$ cat src/rtl/char_feature_extract_if.sv
// Feature record stream from char_feature_extract to the recognition stage.
// The producer drives the record fields and o_valid; the consumer drives i_ready.
interface char_feature_extract_if #(
    parameter int CNT_W = 4,
    parameter int FG_W  = 10
);
    logic             o_valid;
    logic             i_ready;
    logic [2:0]       o_slot;
    logic [CNT_W-1:0] o_h1;
    logic [CNT_W-1:0] o_h2;
    logic [FG_W-1:0]  o_fg;
    logic [CNT_W-1:0] o_v;

    modport master (output o_valid, o_slot, o_h1, o_h2, o_fg, o_v, input i_ready);
    modport slave  (input o_valid, o_slot, o_h1, o_h2, o_fg, o_v, output i_ready);
endinterface

$ cat src/rtl/char_feature_extract.sv
// Per-slot character feature accumulation with a framed 7-record output stream.
// Optional centre-column vertical transition counter: define CHAR_FEAT_VCOL_EN.
//
//   state | meaning
//   IDLE  | no record pending; frame_start snapshots the accumulators
//   SEND  | presenting snapshot[ptr]; advances on i_ready
module char_feature_extract #(
    parameter int CNT_W = 4,
    parameter int FG_W  = 10
) (
    input  logic        clk,
    input  logic        rst,
    input  logic        frame_start,
    input  logic        i_de,
    input  logic [11:0] i_x,
    input  logic [11:0] i_y,
    input  logic        i_bin,
    input  logic [11:0] edge_left,
    input  logic [11:0] edge_right,
    input  logic [11:0] char_up_position,
    input  logic [11:0] char_down_position,
    input  logic [11:0] row_scanf_line1,
    input  logic [11:0] row_scanf_line2,
    input  logic [11:0] Partition_line1,
    input  logic [11:0] Partition_line2,
    input  logic [11:0] Partition_line3,
    input  logic [11:0] Partition_line4,
    input  logic [11:0] Partition_line5,
    input  logic [11:0] Partition_line6,
    output logic        o_done,
    output logic        o_overrun,
    char_feature_extract_if.master rec
);
    localparam logic [CNT_W-1:0] CNT_MAX = '1;
    localparam logic [FG_W-1:0]  FG_MAX  = '1;

    typedef enum logic {IDLE, SEND} state_t;

    logic [11:0] bnd [0:7];
    always_comb begin
        bnd[0] = edge_left;
        bnd[1] = Partition_line1;
        bnd[2] = Partition_line2;
        bnd[3] = Partition_line3;
        bnd[4] = Partition_line4;
        bnd[5] = Partition_line5;
        bnd[6] = Partition_line6;
        bnd[7] = edge_right;
    end

    // Descending scan so the lowest matching slot is the one left standing.
    logic       hit;
    logic [2:0] slot;
    always_comb begin
        hit  = 1'b0;
        slot = 3'd0;
        for (int k = 6; k >= 0; k--) begin
            if (bnd[k] <= i_x && i_x < bnd[k+1]) begin
                hit  = 1'b1;
                slot = 3'(k);
            end
        end
        hit = hit & i_de;
    end

    logic prev;
    logic entering;
    logic in_band;
    logic inc_h1;
    logic inc_h2;
    logic inc_fg;
    assign entering = (i_x == bnd[slot]);
    assign in_band  = (i_y >= char_up_position) && (i_y <= char_down_position);
    assign inc_h1   = hit && (i_y == row_scanf_line1) && !(prev && !entering) && i_bin;
    assign inc_h2   = hit && (i_y == row_scanf_line2) && !(prev && !entering) && i_bin;
    assign inc_fg   = hit && in_band && i_bin;

    logic [CNT_W-1:0] h1_acc [0:6];
    logic [CNT_W-1:0] h2_acc [0:6];
    logic [FG_W-1:0]  fg_acc [0:6];
    logic [CNT_W-1:0] h1_nxt [0:6];
    logic [CNT_W-1:0] h2_nxt [0:6];
    logic [FG_W-1:0]  fg_nxt [0:6];
    logic [CNT_W-1:0] h1_snap [0:6];
    logic [CNT_W-1:0] h2_snap [0:6];
    logic [FG_W-1:0]  fg_snap [0:6];

    // A pixel arriving with frame_start counts into the freshly cleared frame.
    always_comb begin
        for (int k = 0; k < 7; k++) begin
            h1_nxt[k] = frame_start ? '0 : h1_acc[k];
            h2_nxt[k] = frame_start ? '0 : h2_acc[k];
            fg_nxt[k] = frame_start ? '0 : fg_acc[k];
            if (inc_h1 && slot == 3'(k) && h1_nxt[k] != CNT_MAX)
                h1_nxt[k] = h1_nxt[k] + CNT_W'(1);
            if (inc_h2 && slot == 3'(k) && h2_nxt[k] != CNT_MAX)
                h2_nxt[k] = h2_nxt[k] + CNT_W'(1);
            if (inc_fg && slot == 3'(k) && fg_nxt[k] != FG_MAX)
                fg_nxt[k] = fg_nxt[k] + FG_W'(1);
        end
    end

    always_ff @(posedge clk) begin
        if (rst) begin
            prev <= 1'b0;
            for (int k = 0; k < 7; k++) begin
                h1_acc[k] <= '0;
                h2_acc[k] <= '0;
                fg_acc[k] <= '0;
            end
        end else begin
            if (hit)
                prev <= i_bin;
            for (int k = 0; k < 7; k++) begin
                h1_acc[k] <= h1_nxt[k];
                h2_acc[k] <= h2_nxt[k];
                fg_acc[k] <= fg_nxt[k];
            end
        end
    end

    state_t     state;
    logic [2:0] ptr;
    logic [2:0] ptr_inc;
    logic       load_first;
    logic       accept;
    logic       last_acc;
    assign ptr_inc    = ptr + 3'd1;
    assign load_first = (state == IDLE) && frame_start;
    assign accept     = (state == SEND) && rec.i_ready;
    assign last_acc   = accept && (ptr == 3'd6);

    always_ff @(posedge clk) begin
        if (rst) begin
            state       <= IDLE;
            ptr         <= 3'd0;
            o_done      <= 1'b0;
            o_overrun   <= 1'b0;
            rec.o_valid <= 1'b0;
            rec.o_slot  <= 3'd0;
            rec.o_h1    <= '0;
            rec.o_h2    <= '0;
            rec.o_fg    <= '0;
            for (int k = 0; k < 7; k++) begin
                h1_snap[k] <= '0;
                h2_snap[k] <= '0;
                fg_snap[k] <= '0;
            end
        end else begin
            o_done <= last_acc;
            if (state == SEND && frame_start)
                o_overrun <= 1'b1;
            if (load_first) begin
                for (int k = 0; k < 7; k++) begin
                    h1_snap[k] <= h1_acc[k];
                    h2_snap[k] <= h2_acc[k];
                    fg_snap[k] <= fg_acc[k];
                end
            end
            case (state)
                IDLE: begin
                    if (frame_start) begin
                        state       <= SEND;
                        ptr         <= 3'd0;
                        rec.o_valid <= 1'b1;
                        rec.o_slot  <= 3'd0;
                        rec.o_h1    <= h1_acc[0];
                        rec.o_h2    <= h2_acc[0];
                        rec.o_fg    <= fg_acc[0];
                    end
                end
                SEND: begin
                    if (rec.i_ready) begin
                        if (ptr == 3'd6) begin
                            state       <= IDLE;
                            ptr         <= 3'd0;
                            rec.o_valid <= 1'b0;
                            rec.o_slot  <= 3'd0;
                            rec.o_h1    <= '0;
                            rec.o_h2    <= '0;
                            rec.o_fg    <= '0;
                        end else begin
                            ptr        <= ptr_inc;
                            rec.o_slot <= ptr_inc;
                            rec.o_h1   <= h1_snap[ptr_inc];
                            rec.o_h2   <= h2_snap[ptr_inc];
                            rec.o_fg   <= fg_snap[ptr_inc];
                        end
                    end
                end
                default: state <= IDLE;
            endcase
        end
    end

`ifdef CHAR_FEAT_VCOL_EN
    logic [CNT_W-1:0] v_acc  [0:6];
    logic [CNT_W-1:0] v_nxt  [0:6];
    logic [CNT_W-1:0] v_snap [0:6];
    logic [CNT_W-1:0] v_out;
    logic [6:0]       last_line;
    logic [6:0]       last_nxt;
    logic [12:0]      csum;
    logic             at_ctr;

    // 13-bit sum keeps the carry so the centre of wide slots is exact.
    assign csum   = {1'b0, bnd[slot]} + {1'b0, bnd[slot + 3'd1]};
    assign at_ctr = hit && ({1'b0, i_x} == (csum >> 1)) && in_band;

    always_comb begin
        for (int k = 0; k < 7; k++) begin
            v_nxt[k]    = frame_start ? '0 : v_acc[k];
            last_nxt[k] = frame_start ? 1'b0 : last_line[k];
            if (at_ctr && slot == 3'(k)) begin
                if (i_y > char_up_position && !last_nxt[k] && i_bin && v_nxt[k] != CNT_MAX)
                    v_nxt[k] = v_nxt[k] + CNT_W'(1);
                last_nxt[k] = i_bin;
            end
        end
    end

    always_ff @(posedge clk) begin
        if (rst) begin
            last_line <= '0;
            v_out     <= '0;
            for (int k = 0; k < 7; k++) begin
                v_acc[k]  <= '0;
                v_snap[k] <= '0;
            end
        end else begin
            last_line <= last_nxt;
            for (int k = 0; k < 7; k++) begin
                v_acc[k] <= v_nxt[k];
                if (load_first)
                    v_snap[k] <= v_acc[k];
            end
            if (load_first)
                v_out <= v_acc[0];
            else if (accept)
                v_out <= (ptr == 3'd6) ? '0 : v_snap[ptr_inc];
        end
    end

    assign rec.o_v = v_out;
`else
    assign rec.o_v = '0;
`endif
endmodule

$ cat src/flat_wrapper.sv
// flat-port wrapper written by rule: the top's interface ports become plain ports
module char_feature_extract_flat 
#(
    parameter int CNT_W = 4,
    parameter int FG_W  = 10
)
  (clk, rst, frame_start, i_de, i_x, i_y, i_bin, edge_left, edge_right, char_up_position, char_down_position, row_scanf_line1, row_scanf_line2, Partition_line1, Partition_line2, Partition_line3, Partition_line4, Partition_line5, Partition_line6, o_done, o_overrun, rec_o_valid, rec_o_slot, rec_o_h1, rec_o_h2, rec_o_fg, rec_o_v, rec_i_ready);
  char_feature_extract_if #(.CNT_W(CNT_W), .FG_W(FG_W)) rec_i ();
  input  logic clk;
  input  logic rst;
  input  logic frame_start;
  input  logic i_de;
  input  logic [11:0] i_x;
  input  logic [11:0] i_y;
  input  logic i_bin;
  input  logic [11:0] edge_left;
  input  logic [11:0] edge_right;
  input  logic [11:0] char_up_position;
  input  logic [11:0] char_down_position;
  input  logic [11:0] row_scanf_line1;
  input  logic [11:0] row_scanf_line2;
  input  logic [11:0] Partition_line1;
  input  logic [11:0] Partition_line2;
  input  logic [11:0] Partition_line3;
  input  logic [11:0] Partition_line4;
  input  logic [11:0] Partition_line5;
  input  logic [11:0] Partition_line6;
  output logic o_done;
  output logic o_overrun;
  output wire logic [$bits(rec_i.o_valid)-1:0] rec_o_valid;
  output wire logic [$bits(rec_i.o_slot)-1:0] rec_o_slot;
  output wire logic [$bits(rec_i.o_h1)-1:0] rec_o_h1;
  output wire logic [$bits(rec_i.o_h2)-1:0] rec_o_h2;
  output wire logic [$bits(rec_i.o_fg)-1:0] rec_o_fg;
  output wire logic [$bits(rec_i.o_v)-1:0] rec_o_v;
  input wire logic [$bits(rec_i.i_ready)-1:0] rec_i_ready;
  assign rec_o_valid = rec_i.o_valid;
  assign rec_o_slot = rec_i.o_slot;
  assign rec_o_h1 = rec_i.o_h1;
  assign rec_o_h2 = rec_i.o_h2;
  assign rec_o_fg = rec_i.o_fg;
  assign rec_o_v = rec_i.o_v;
  assign rec_i.i_ready = rec_i_ready;
  char_feature_extract #(.CNT_W(CNT_W), .FG_W(FG_W)) u_core (.clk(clk), .rst(rst), .frame_start(frame_start), .i_de(i_de), .i_x(i_x), .i_y(i_y), .i_bin(i_bin), .edge_left(edge_left), .edge_right(edge_right), .char_up_position(char_up_position), .char_down_position(char_down_position), .row_scanf_line1(row_scanf_line1), .row_scanf_line2(row_scanf_line2), .Partition_line1(Partition_line1), .Partition_line2(Partition_line2), .Partition_line3(Partition_line3), .Partition_line4(Partition_line4), .Partition_line5(Partition_line5), .Partition_line6(Partition_line6), .o_done(o_done), .o_overrun(o_overrun), .rec(rec_i));
endmodule
$ cat config.mk
export PLATFORM = sky130hd
export DESIGN_NAME = char_feature_extract_flat
export DESIGN_NICKNAME = d
export VERILOG_FILES = /design/src/rtl/char_feature_extract_if.sv /design/src/rtl/char_feature_extract.sv /design/src/flat_wrapper.sv
export SDC_FILE = /design/constraint.sdc
export NUM_CORES = 1
export LEC_CHECK = 0
export CORE_ASPECT_RATIO = 1.1
export CORE_MARGIN = 3
export CORE_UTILIZATION = 62
export DETAILED_ROUTE_END_ITERATION = 10
export PLACE_DENSITY = 0.89
export SYNTH_ARGS = -nofsm -noshare
export SYNTH_HDL_FRONTEND = slang
export SYNTH_SLANG_ARGS = --single-unit
$ cat constraint.sdc
create_clock -name clk -period 10 [get_ports clk]
set_input_delay 2 -clock clk [delete_from_list [all_inputs] [get_ports clk]]
set_output_delay 2 -clock clk [all_outputs]
set_load 0.05 [all_outputs]
==> results of run 1 <==
==> path summary, 6_finish.rpt <==
path                                            end            startpoint
worst max-delay path            u_core.h1_acc[0][3]                i_x[6]
worst min-delay path             u_core.rec.o_valid    u_core.rec.o_valid
worst max register to register   u_core.rec.o_fg[1]  u_core.rec.o_slot[0]
worst min register to register   u_core.rec.o_valid    u_core.rec.o_valid
==> cell usage after synthesis (7+ instances only) <==
cell      instances
a211oi_1         21
a21o_1           23
a21oi_1         101
a31oi_1          20
a41o_1           19
and2_1          118
and3_1           28
buf_2            11
clkbuf_1         67
dfxtp_1         152
edfxtp_1        126
ha_1            142
inv_1           119
mux2_2           24
mux2i_1          71
mux4_2           18
nand2_1         130
nand2b_1         13
nand3_1          51
nand4_1          44
nor2_1          178
nor2b_1          84
nor3_1           43
nor3b_1           7
nor4_1           11
o211ai_1         21
o21ai_0          53
o22ai_1          10
o31ai_1          10
or3_1            19
or4_1             9
xnor2_1          74
xor2_1           23
==> final cells by class <==
class                      count  area (um2)  area share [%]
multi-input combinational   1449       10300            49.0
sequential                   278        6830            32.5
clock buffer                  34         722            3.43
tap                          363         454            2.16
inverter                     121         454            2.16
timing repair buffer         221        2140            10.2
clock inverter                10         129           0.613
==> cell families after synthesis <==
kind of cell / after synthesis
compound gates: 337
xor+xnor: 97
fa+ha+maj: 142
buf+inv: 210
flops: 278
mux: 115
other cells: 1
simple gates: 754
==> power breakdown <==
group | internal (W) | switching [W]
clock | 0.000584 | 0.000409
sequential | 0.00122 | 0.0000158
combinational | 0.000259 | 0.000397
total | 0.00206 | 0.000821
==> flip-flops by register name, indices dropped and copies added, names as in the netlist, 3 cells and up <==
| name | count |
|---|---|
| u_core.h2_acc | 28 |
| u_core.fg_acc | 70 |
| u_core.rec.o_h2 | 4 |
| u_core.rec.o_slot | 3 |
| u_core.h2_snap | 28 |
| u_core.rec.o_h1 | 4 |
| u_core.h1_acc | 28 |
| u_core.rec.o_fg | 10 |
| u_core.fg_snap | 70 |
| u_core.h1_snap | 28 |
==> per-layer routing <==
metal	vias to the layer above	global-route usage [%]
met5	-	0
met4	0	19.1
met3	217	3.39
met2	885	58.3
met1	7422	40.4
li1	7256	-
==> through the flow <==
step                hold WS (ns)  cell area [um2]  setup WS [ns]  util (%)  total power, W
floorplan                  0.451            17900           3.42         -         0.00166
global placement           0.448            20200           1.39      71.8         0.00189
detailed placement         0.465            20200           1.20      71.8         0.00190
CTS                        0.474            21000           1.68      74.8         0.00288
global route               0.503            21000           1.13      74.8         0.00298
finish                     0.473            21000           1.43      74.8         0.00289
==> worst reg2reg max path, cell delays in order (launching register included) <==
cell	delay, ns
dfxtp_2	0.31
buf_4	0.60
ha_1	0.36
xnor2_2	0.13
buf_4	0.53
nor2_1	0.22
a211oi_1	0.56
a21oi_1	0.12
o211ai_1	0.22
o21ai_0	0.13
nor2_1	0.10
==> reports/metrics.csv, run 1 <==
metric;value;unit
Post-route DRC;0;
initial drt markers;1665;
Final nets;2412;
DR WL met2;25600;um
Via-to-Cell Ratio;6.37;
largest family of logic cells by synthesized area;simple AND/OR/NAND/NOR gates;
Yosys cell types;80;
DR pass1 iterations;8;
Post-synth EDFFs;126;
Synth area leader;edfxtp_1;
nature of the critical path endpoint;flip-flop;
Hold Fails Final Rpt;0;
CTS max path bufs;3;
simple-gate portion of the synthesized area;21.9;%
Setup TNS;0;ns
post-synthesis sequential area ratio;38.2;%
first-pass GRT wire length;82600;um
Critical Path Source Type;primary input;
max_slew headroom;17.7;%
worst path bufs/invs;3;
slowest stage cell on the critical path;o41ai_4;
WP data arrival;8.97;ns
gr ovfl total;0;
Critical Path, Cell by Cell;clkdlybuf4s50_1 > inv_1 > ha_1 > o21ai_0 > nor2_1 > nor4_1 > o22ai_1 > and2_1 > o21ai_1 > nand2_1 > nor3_1 > nor4_1 > nor4b_1 > nand4_2 > o41ai_4 > buf_4 > a31oi_1 > a41o_1;
reg2reg path depth;10;
clk slew on worst S/H paths;0.06;ns
Max Cap Violations;0;
Non-Filler Instances;2476;
most used cell along the critical path;nor4_1;
postcts setup bufs;0;
Leak;8.51;nW
H-Tree Depth;1;
routed len/inst;21.5;um
async set or reset register ratio after synthesis;0;%
maximum VDD drop;0.000205;V
Worst-Margin Slew;1.22;ns
placed instance count;2432;
post-synthesis mux area share;7.89;%
post-layout min period;8.57;ns
final period utilization;85.7;%
CP max stage delay;1.01;ns
Top Ports;202;
Detail Placement HPWL;39600;um
Post-Syn Instances;1934;
Pwr per Cell Area;137;nW/um2
CP max FO;18;
Routed WL;53100;um
Pins Over Slew Limit;0;
Clock Skew;0.0126;ns
number of global-route vias before repair;15500;
Die Wd;168;um
gr usage total;33.4;%
RSZ-0062 raised after global routing;false;
Area growth, synth to finish;17.6;%
WHS Path Cells;2;
Num CTS Buffers;25;
Max Fclk;117;MHz
die area;30900;um2
DRT antenna net count;0;
Crit path depth;18;
predominant post-synthesis flop cell;dfxtp_1;
initial antenna violation count;0;
yosys warns;0;
Synth top area share;21.2;%
top cells by area, synth;edfxtp_1, dfxtp_1, ha_1;
root buffer cell;clkbuf_16;
highest routed metal layer;met4;
Buffers on Ports;197;
Worst Hold Class;reg2reg;
number of gates resized after CTS;0;
outcome;finished, final reports clean;
synthesized area;17900;um2
number of clock sinks;278;
Synth Area in Adders;9.93;%
Avg Inst Size Synth;9.25;um2
Met3 Wirelength;3910;um
core footprint;28100;um2
commonest non-fill, non-tap cell in the layout;clkdlybuf4s50_1;
Starting Density;63.6;%
Worst R2R Setup Slack;6.68;ns
Die Y;184;um
delay-heaviest family, CP;simple AND/OR/NAND/NOR gates;
gpl congestion;1.01;
commonest cells after routing, fill and taps aside;clkdlybuf4s50_1, nor2_1, dfxtp_1;
critical path class;in2reg;
Clock Latency Late Sink;0.52;ns
layout cells sized above 1;6.20;%
antenna cells;0;
CTS tree;done;
DRT met1 WL;20000;um
vias;15800;
Worst EP required;10.40;ns
largest net degree at the start of global routing;83;
Synth Area in Compound Gates;12.8;%
Cell Rows;64;
final setup vio count;0;
XOR/XNOR share of the synthesized area;4.75;%
Fill cells;1917;
Synth Register Bits;278;
Hold-fix buffers, CTS;0;
Power figures use the tool's default switching activity.
==> inputs of run 2 (changes only) <==
--- a/config.mk
+++ b/config.mk
@@ -5,6 +5,7 @@
 export SDC_FILE = /design/constraint.sdc
 export NUM_CORES = 1
 export LEC_CHECK = 0
+export CAP_MARGIN = 20
 export CORE_ASPECT_RATIO = 1.1
 export CORE_MARGIN = 3
 export CORE_UTILIZATION = 62
==> results of run 2 <==
Same layout as run 1: the final DEF is identical, and so are final timing and power.
